===== config.mk =====
export PLATFORM = sky130hd
export DESIGN_NAME = fact_accel_mmio
export DESIGN_NICKNAME = d
export VERILOG_FILES = /design/src/rtl/fact_accel_mmio_pkg.sv /design/src/rtl/fact_dp.sv /design/src/rtl/fact_accel_mmio.sv
export SDC_FILE = /design/constraint.sdc
export NUM_CORES = 1
export LEC_CHECK = 0
export BUFFER_PORTS_ARGS = -buffer_cell sky130_fd_sc_hd__buf_2
export CORE_MARGIN = 2
export CORE_UTILIZATION = 50
export DETAILED_ROUTE_END_ITERATION = 10
export PLACE_DENSITY_LB_ADDON = 0.25
export SLEW_MARGIN = 20
export SYNTH_ARGS = -nofsm -noshare
export SYNTH_HDL_FRONTEND = slang
export SYNTH_SLANG_ARGS = --single-unit

===== constraint.sdc =====
create_clock -name clk -period 11.3 [get_ports clk]
set_input_delay 0.565 -clock clk [delete_from_list [all_inputs] [get_ports clk]]
set_output_delay 0.565 -clock clk [all_outputs]
set_load 0.005 [all_outputs]

===== src/rtl/fact_accel_mmio_pkg.sv =====
// Shared definitions for the factorial accelerator: register offsets
// on the data bus and the controller state encoding.
package fact_accel_mmio_pkg;

   // Register offsets (word address bits [3:2])
   localparam logic [1:0] FACT_A_N      = 2'd0;
   localparam logic [1:0] FACT_A_GO     = 2'd1;
   localparam logic [1:0] FACT_A_STATUS = 2'd2;
   localparam logic [1:0] FACT_A_RESULT = 2'd3;

   // Controller states
   typedef enum logic {
      IDLE = 1'b0,
      BUSY = 1'b1
   } fact_state_t;

endpackage


===== src/rtl/fact_dp.sv =====
// Factorial datapath: running product and down-counter with one
// DATA_WIDTH x N_WIDTH unsigned multiply per step.
module fact_dp #(
   parameter int N_WIDTH    = 4,
   parameter int DATA_WIDTH = 32
) (
   input  logic                  clk,
   input  logic                  rst,
   input  logic                  load,
   input  logic                  step,
   input  logic [N_WIDTH-1:0]    n,
   output logic [DATA_WIDTH-1:0] acc,
   output logic                  cnt_gt1
);

   logic [N_WIDTH-1:0]    cnt;
   logic [DATA_WIDTH-1:0] cnt_ext;
   logic [DATA_WIDTH-1:0] product;

   // Zero-extend the counter so the product keeps the accumulator width;
   // the upper half of the full product is dropped (truncation).
   assign cnt_ext = {{(DATA_WIDTH-N_WIDTH){1'b0}}, cnt};
   assign product = acc * cnt_ext;
   assign cnt_gt1 = (cnt > N_WIDTH'(1));

   // Load seeds acc=1, cnt=n; each step folds cnt into the product and counts down.
   always_ff @(posedge clk or posedge rst) begin
      if (rst) begin
         acc <= '0;
         cnt <= '0;
      end else if (load) begin
         acc <= DATA_WIDTH'(1);
         cnt <= n;
      end else if (step) begin
         acc <= product;
         cnt <= cnt - N_WIDTH'(1);
      end
   end

endmodule


===== src/rtl/fact_accel_mmio.sv =====
// Memory-mapped factorial accelerator. The CPU writes n, strobes GO,
// polls STATUS and reads RESULT = n!. Register file and controller live
// here; the multiply/count datapath is in fact_dp.
module fact_accel_mmio
   import fact_accel_mmio_pkg::*;
#(
   parameter int N_WIDTH    = 4,
   parameter int DATA_WIDTH = 32,
   parameter int N_MAX      = 12
) (
   input  logic                  clk,
   input  logic                  rst,
   input  logic                  we,
   input  logic [1:0]            a,
   input  logic [DATA_WIDTH-1:0] wd,
   output logic [DATA_WIDTH-1:0] rd,
   output logic                  done
);

   localparam logic [N_WIDTH-1:0] N_LIMIT = N_WIDTH'(N_MAX);

   fact_state_t           state;
   fact_state_t           state_next;
   logic [N_WIDTH-1:0]    n_reg;
   logic [DATA_WIDTH-1:0] result;
   logic [DATA_WIDTH-1:0] acc;
   logic                  err;
   logic                  cnt_gt1;
   logic                  busy;
   logic                  go_req;
   logic                  load;
   logic                  step;
   logic                  finish;
   logic                  unused_wd;

   // Only the low N_WIDTH bits of write data are ever stored.
   assign unused_wd = ^wd[DATA_WIDTH-1:N_WIDTH];

   assign busy   = (state == BUSY);
   assign go_req = we && (a == FACT_A_GO) && wd[0];

   fact_dp #(
      .N_WIDTH   (N_WIDTH),
      .DATA_WIDTH(DATA_WIDTH)
   ) u_dp (
      .clk    (clk),
      .rst    (rst),
      .load   (load),
      .step   (step),
      .n      (n_reg),
      .acc    (acc),
      .cnt_gt1(cnt_gt1)
   );

   // Controller state register.
   always_ff @(posedge clk or posedge rst) begin
      if (rst) state <= IDLE;
      else     state <= state_next;
   end

   // Next state and datapath controls; GO is only honoured in IDLE.
   always_comb begin
      state_next = state;
      load       = 1'b0;
      step       = 1'b0;
      finish     = 1'b0;
      case (state)
         IDLE: begin
            if (go_req) begin
               load       = 1'b1;
               state_next = BUSY;
            end
         end
         BUSY: begin
            if (!err && cnt_gt1) begin
               step = 1'b1;
            end else begin
               finish     = 1'b1;
               state_next = IDLE;
            end
         end
         default: state_next = IDLE;
      endcase
   end

   // N register: writable at any time; a running job keeps its latched count.
   always_ff @(posedge clk or posedge rst) begin
      if (rst)                        n_reg <= '0;
      else if (we && a == FACT_A_N)   n_reg <= wd[N_WIDTH-1:0];
   end

   // Status and result: cleared on an accepted GO, published when the job ends.
   always_ff @(posedge clk or posedge rst) begin
      if (rst) begin
         result <= '0;
         done   <= 1'b0;
         err    <= 1'b0;
      end else if (load) begin
         result <= '0;
         done   <= 1'b0;
         err    <= (n_reg > N_LIMIT);
      end else if (finish) begin
         result <= err ? '0 : acc;
         done   <= 1'b1;
      end
   end

   // Read-data mux, combinational from the register select.
   always_comb begin
      rd = '0;
      case (a)
         FACT_A_N:      rd = {{(DATA_WIDTH-N_WIDTH){1'b0}}, n_reg};
         FACT_A_GO:     rd = {{(DATA_WIDTH-1){1'b0}}, busy};
         FACT_A_STATUS: rd = {{(DATA_WIDTH-2){1'b0}}, err, done};
         FACT_A_RESULT: rd = result;
         default:       rd = '0;
      endcase
   end

endmodule


# Word level (Yosys, flattened, before mapping)
# Cells that the tools add are included.
# Widths: inputs -> output; s select.
# classes
addsub	1
multipliers	1
order_cmp	2
eq_ne	3
muxes	17
bitwise	1
n_reduce_logical	8
# ops
cell	count
$mux 32	5
$pmux 32 s4	1
$mul 32x4->32	1
$mux 1	8
$mux 4	2
$eq 2x2->1 const B	2
$gt 4x1->1 const B	1
$gt 4x4->1 const B	1
$logic_and 1x1->1	4
$reduce_bool 2->1	2
$sub 4x1->4 const B	1
$eq 2x1->1 const B	1
$logic_not 2->1	1
$pmux 1 s2	1
$logic_not 1->1	1
$not 1->1	1
# word_totals
regBits	75
inputBits	37

# Longest topological paths before layout
# depth
word_depth	6
mapped_depth	16
depth_no_buf	14

# Cells and area by module
# Synthesis repeated with hierarchy kept, for this count alone.
# unflattened
hier_cells	870
hier_area_um2	7596.0
# by_module_without_submodules
module	n_inst	cells_per_inst	area_per_inst_um2
fact_dp	1	692	5577.8
fact_accel_mmio	1	178	2018.2

# Worst setup path after synthesis
# Ideal clock, no wire load.
# synth_path
kind	reg-to-reg
from	reg u_dp.cnt[2]
to	reg u_dp.acc[28]
t_arrival_ns	4.073
t_required_ns	11.169
slack_ns	7.097
path_stages_with_launch	16
synth_period_minus_slack_ns	4.203
cell_sequence	dfrtp_1 -> clkbuf_1 -> clkbuf_1 -> nand2_1 -> fa_1 -> fa_1 -> inv_1 -> fa_1 -> a21o_2 -> a311oi_2 -> nor4_1 -> or4b_4 -> a221oi_4 -> o21ai_2 -> xnor2_1 -> o21ai_1
# synth_between
elab_chain_len	5
word_cells_on_any_way	8
# synth_rtl
item	line	rtl
start, declared	fact_dp.sv:16	logic [N_WIDTH-1:0] cnt;
start signal, assigned	fact_dp.sv:33	cnt <= n;
start signal, assigned	fact_dp.sv:36	cnt <= cnt - N_WIDTH'(1);
parallel branches: the longest is 5 deep, another holds $mul 32x4->32	n/a	
end signal, assigned	fact_dp.sv:35	acc <= product;
end, declared	fact_dp.sv:12	output logic [DATA_WIDTH-1:0] acc,
# Parallel ways; which one is timed is not known. The select of a mux whose other input is x is not followed.
# A chain may end at the register's enable or synchronous reset.

# Final worst setup path
# layout_path
from	reg u_dp.cnt[3]
to	reg u_dp.acc[28]
# Same word-level chain as after synthesis.

==> impl_metrics.xml <==
<?xml version="1.0" encoding="UTF-8"?>
<metrics>
  <group name="status">
    <metric name="status" unit="">completed</metric>
  </group>
  <group name="clock_network">
    <metric name="htree_num_levels" unit="">3</metric>
    <metric name="post_cts_buffers" unit="">0</metric>
    <metric name="cts-root-buf" unit="">clkbuf_16</metric>
    <metric name="cts_hold_buf" unit="">0</metric>
    <metric name="cts.path.max_buffers" unit="">2</metric>
    <metric name="cts.clk_slew.worst_paths" unit="ns">0.06</metric>
    <metric name="tritoncts_clock_tree" unit="">done</metric>
    <metric name="insertion_delay" unit="ns">0.35</metric>
    <metric name="cts_made_buffers" unit="">9</metric>
    <metric name="clock_sink_count" unit="">75</metric>
    <metric name="total_of_cells_resized_after_clock_tree_synthesis" unit="">0</metric>
  </group>
  <group name="yosys">
    <metric name="post_synth_edffs" unit="">0</metric>
    <metric name="syn-mean-instance-area" unit="sq um">8.77</metric>
    <metric name="syn_nets" unit="">909</metric>
    <metric name="synth-compound-area-share" unit="">0.155</metric>
    <metric name="post_synth_instance_area" unit="sq um">6850</metric>
    <metric name="yosys-mux-area-fraction" unit="">0.0115</metric>
    <metric name="synth_fa_ha_area_frac" unit="">0.229</metric>
    <metric name="synthesis.instances" unit="">781</metric>
    <metric name="synth-seq-cells" unit="">75</metric>
    <metric name="yosys_warnings" unit="">0</metric>
    <metric name="main_combinational_cell_family_by_area_after_synthesis" unit="">adder cells</metric>
    <metric name="fraction_of_the_yosys_area_taken_by_sequential_cells" unit="">0.274</metric>
    <metric name="postSynth.asyncResetShare" unit="">1.00</metric>
    <metric name="synthDistinctLibCells" unit="">53</metric>
    <metric name="most_instantiated_flip_flop_cell_in_the_synthesis_netlist" unit="">dfrtp_1</metric>
    <metric name="synth_simple_gate_area_share" unit="">0.205</metric>
    <metric name="yosys.area_share.xor_xnor" unit="">0.0396</metric>
  </group>
  <group name="timing">
    <metric name="worstMarginPinSlew" unit="ns">0.878</metric>
    <metric name="setup_ws" unit="ns">6.56</metric>
    <metric name="fin_tns_setup" unit="ns">0</metric>
    <metric name="final_min_period_over_clock_period" unit="">0.419</metric>
    <metric name="timing.max_slew.rel_slack" unit="">0.413</metric>
    <metric name="report.final.setup_viol" unit="">0</metric>
    <metric name="slew_viol_final" unit="">0</metric>
    <metric name="rsz0062_at_grt" unit="">no</metric>
    <metric name="timing.final.crit_period" unit="ns">4.74</metric>
    <metric name="clock-skew-final" unit="ns">0.00504</metric>
    <metric name="timing.fmax" unit="MHz">211</metric>
    <metric name="timing_hold_violations_final" unit="">0</metric>
  </group>
  <group name="placed_design">
    <metric name="io_buffers" unit="">41</metric>
    <metric name="pre_cts_ws" unit="ns">6.33</metric>
    <metric name="finalWeightedCongestion" unit="">0.889</metric>
    <metric name="place.detailed.hpwl" unit="microns">11200</metric>
  </group>
  <group name="layout">
    <metric name="fillers" unit="">1178</metric>
    <metric name="top_regs" unit="">result (32), u_dp.acc (32)</metric>
    <metric name="most_common_cell_after_layout_fill_and_taps_aside" unit="">inv_1</metric>
    <metric name="utilization" unit="">0.566</metric>
    <metric name="drive_gt1_frac" unit="">0.101</metric>
    <metric name="area_growth" unit="%">9.81</metric>
    <metric name="antenna_cells" unit="">0</metric>
    <metric name="finalNetCount" unit="">928</metric>
    <metric name="layout_common_cells" unit="">117 x inv_1, 91 x and2_1, 74 x nand2_1, 74 x dfrtp_1, 57 x fa_1</metric>
  </group>
  <group name="die">
    <metric name="start_util" unit="">0.515</metric>
    <metric name="die_w" unit="microns">121</metric>
    <metric name="die_area" unit="sq um">14700</metric>
    <metric name="die_h" unit="microns">121</metric>
    <metric name="coreArea" unit="sq um">13300</metric>
    <metric name="io_pins" unit="">70</metric>
    <metric name="rows" unit="">42</metric>
  </group>
  <group name="critical_path">
    <metric name="timing.critical_path.to_type" unit="">flop</metric>
    <metric name="worstSetupPathType" unit="">reg2reg</metric>
    <metric name="startpoint_type" unit="">flop</metric>
    <metric name="cp_max_fo" unit="">32</metric>
    <metric name="worst_endpoint_required_time" unit="ns">11.53</metric>
    <metric name="worst_ep_arrival_time" unit="ns">4.97</metric>
  </group>
  <group name="route">
    <metric name="avgRoutedWirePerCell" unit="microns">16.3</metric>
    <metric name="drcViolationCount" unit="">0</metric>
    <metric name="initial_drt_pass_iterations" unit="">5</metric>
    <metric name="via_per_inst" unit="">5.58</metric>
    <metric name="postRouteAntennaNets" unit="">0</metric>
    <metric name="dr_total_vias" unit="">5478</metric>
    <metric name="drt-initial-drc-count" unit="">481</metric>
    <metric name="totalWireLength" unit="microns">16000</metric>
  </group>
  <group name="flow_run">
    <metric name="cap_viol_max_count" unit="">0</metric>
  </group>
  <group name="global_route">
    <metric name="gr-total-overflow" unit="">0</metric>
    <metric name="grt_pass1_vias" unit="">5631</metric>
    <metric name="antenna_found_initial" unit="">0</metric>
    <metric name="grt_usage" unit="">0.237</metric>
    <metric name="first_pass_grt_wire_length" unit="microns">27400</metric>
    <metric name="grt_start_max_net_pins" unit="">76</metric>
  </group>
  <group name="min_path">
    <metric name="hold_path_class" unit="">in2async</metric>
  </group>
</metrics>
-- layer usage --
metal  up-vias  GRT usage  part of all wire
met3        26     0.0446             0.048
met1      2715      0.324              0.47
met2       137      0.382              0.47
li1       2600          -                 -
met4         0     0.0763             0.019
met5         -          0                 0
-- cells by family (layout without fill, tap and decap cells) --
group                    Yosys count  after routing
flip-flops                        75             75
AO/OA/AOI/OAI                    156            156
multiplexers                       6              6
buffers and inverters            157            181
XOR/XNOR                          31             31
adder cells (fa/ha/maj)           91             91
AND/OR/NAND/NOR                  265            265
-- cell type report --
| class | instances | area [sq um] | area share |
|---|---|---|---|
| sequential | 75 | 1880 | 0.250 |
| tap | 176 | 220 | 0.0293 |
| timing repair buffer | 47 | 254 | 0.0338 |
| clock inverter | 3 | 68.8 | 0.00915 |
| clock buffer | 13 | 270 | 0.0359 |
| multi-input combinational | 549 | 4390 | 0.583 |
| inverter | 118 | 443 | 0.0589 |
-- final timing paths --
kind	from	end	slack (ns)	cells after the start
setup / recovery	u_dp.cnt[3]	u_dp.acc[28]	6.56	13
hold / removal	rst	result[27]	0.40	3
setup reg to reg	u_dp.cnt[3]	u_dp.acc[28]	6.56	13
hold reg to reg	result[23]	result[23]	0.50	1
max in group asynchronous	rst	u_dp.cnt[3]	10.38	3
min in group clk	wd[3]	n_reg[3]	0.45	2
-- cell usage after synthesis, types with 2 or more instances --
cell | n | area, sq um
nor2_1 | 19 | 71.3
ha_1 | 34 | 425
dfrtp_1 | 75 | 1880
a22o_1 | 32 | 280
nand2b_1 | 2 | 12.5
nor3_1 | 6 | 30.0
clkbuf_1 | 37 | 139
nor4_1 | 3 | 18.8
fa_1 | 57 | 1140
o21a_1 | 2 | 15.0
nor3b_1 | 4 | 30.0
xor2_1 | 15 | 131
o211ai_1 | 2 | 15.0
mux2_2 | 5 | 56.3
o21ai_1 | 8 | 40.0
a21o_1 | 9 | 67.6
inv_1 | 118 | 443
and2_1 | 92 | 576
and3_1 | 30 | 188
a221o_1 | 2 | 20.0
nand2_1 | 74 | 278
nand4_1 | 5 | 31.3
o21bai_1 | 5 | 37.5
nor2b_1 | 2 | 12.5
xnor2_1 | 16 | 140
a31oi_1 | 5 | 31.3
a21oi_1 | 34 | 170
o21ai_0 | 39 | 195
nand3_1 | 24 | 120
a31o_2 | 2 | 17.5
-- metrics by stage --
step,instance area [sq um],hold WS (ns),instances
floorplan,6850,0.464,781
global placement,7170,0.480,965
detailed placement,7170,0.488,965
CTS,7510,0.443,981
global route,7520,0.447,981
finish,7520,0.403,981
-- worst max-delay path, cell delays in order, from the launching register on --
cell and delay, ns:
dfrtp_2 0.75, nand2_1 0.19, fa_1 0.54, fa_1 0.56, inv_1 0.08, fa_1 0.47, a21o_2 0.24, a311oi_2 0.41
nor4_1 0.15, or4b_4 0.54, a221oi_4 0.33, o21ai_2 0.11, xnor2_1 0.17, o21ai_1 0.08
Power is left out: the tool's default activity adds up to more than one toggle a clock period on the data nets, which glitch-free logic cannot reach.
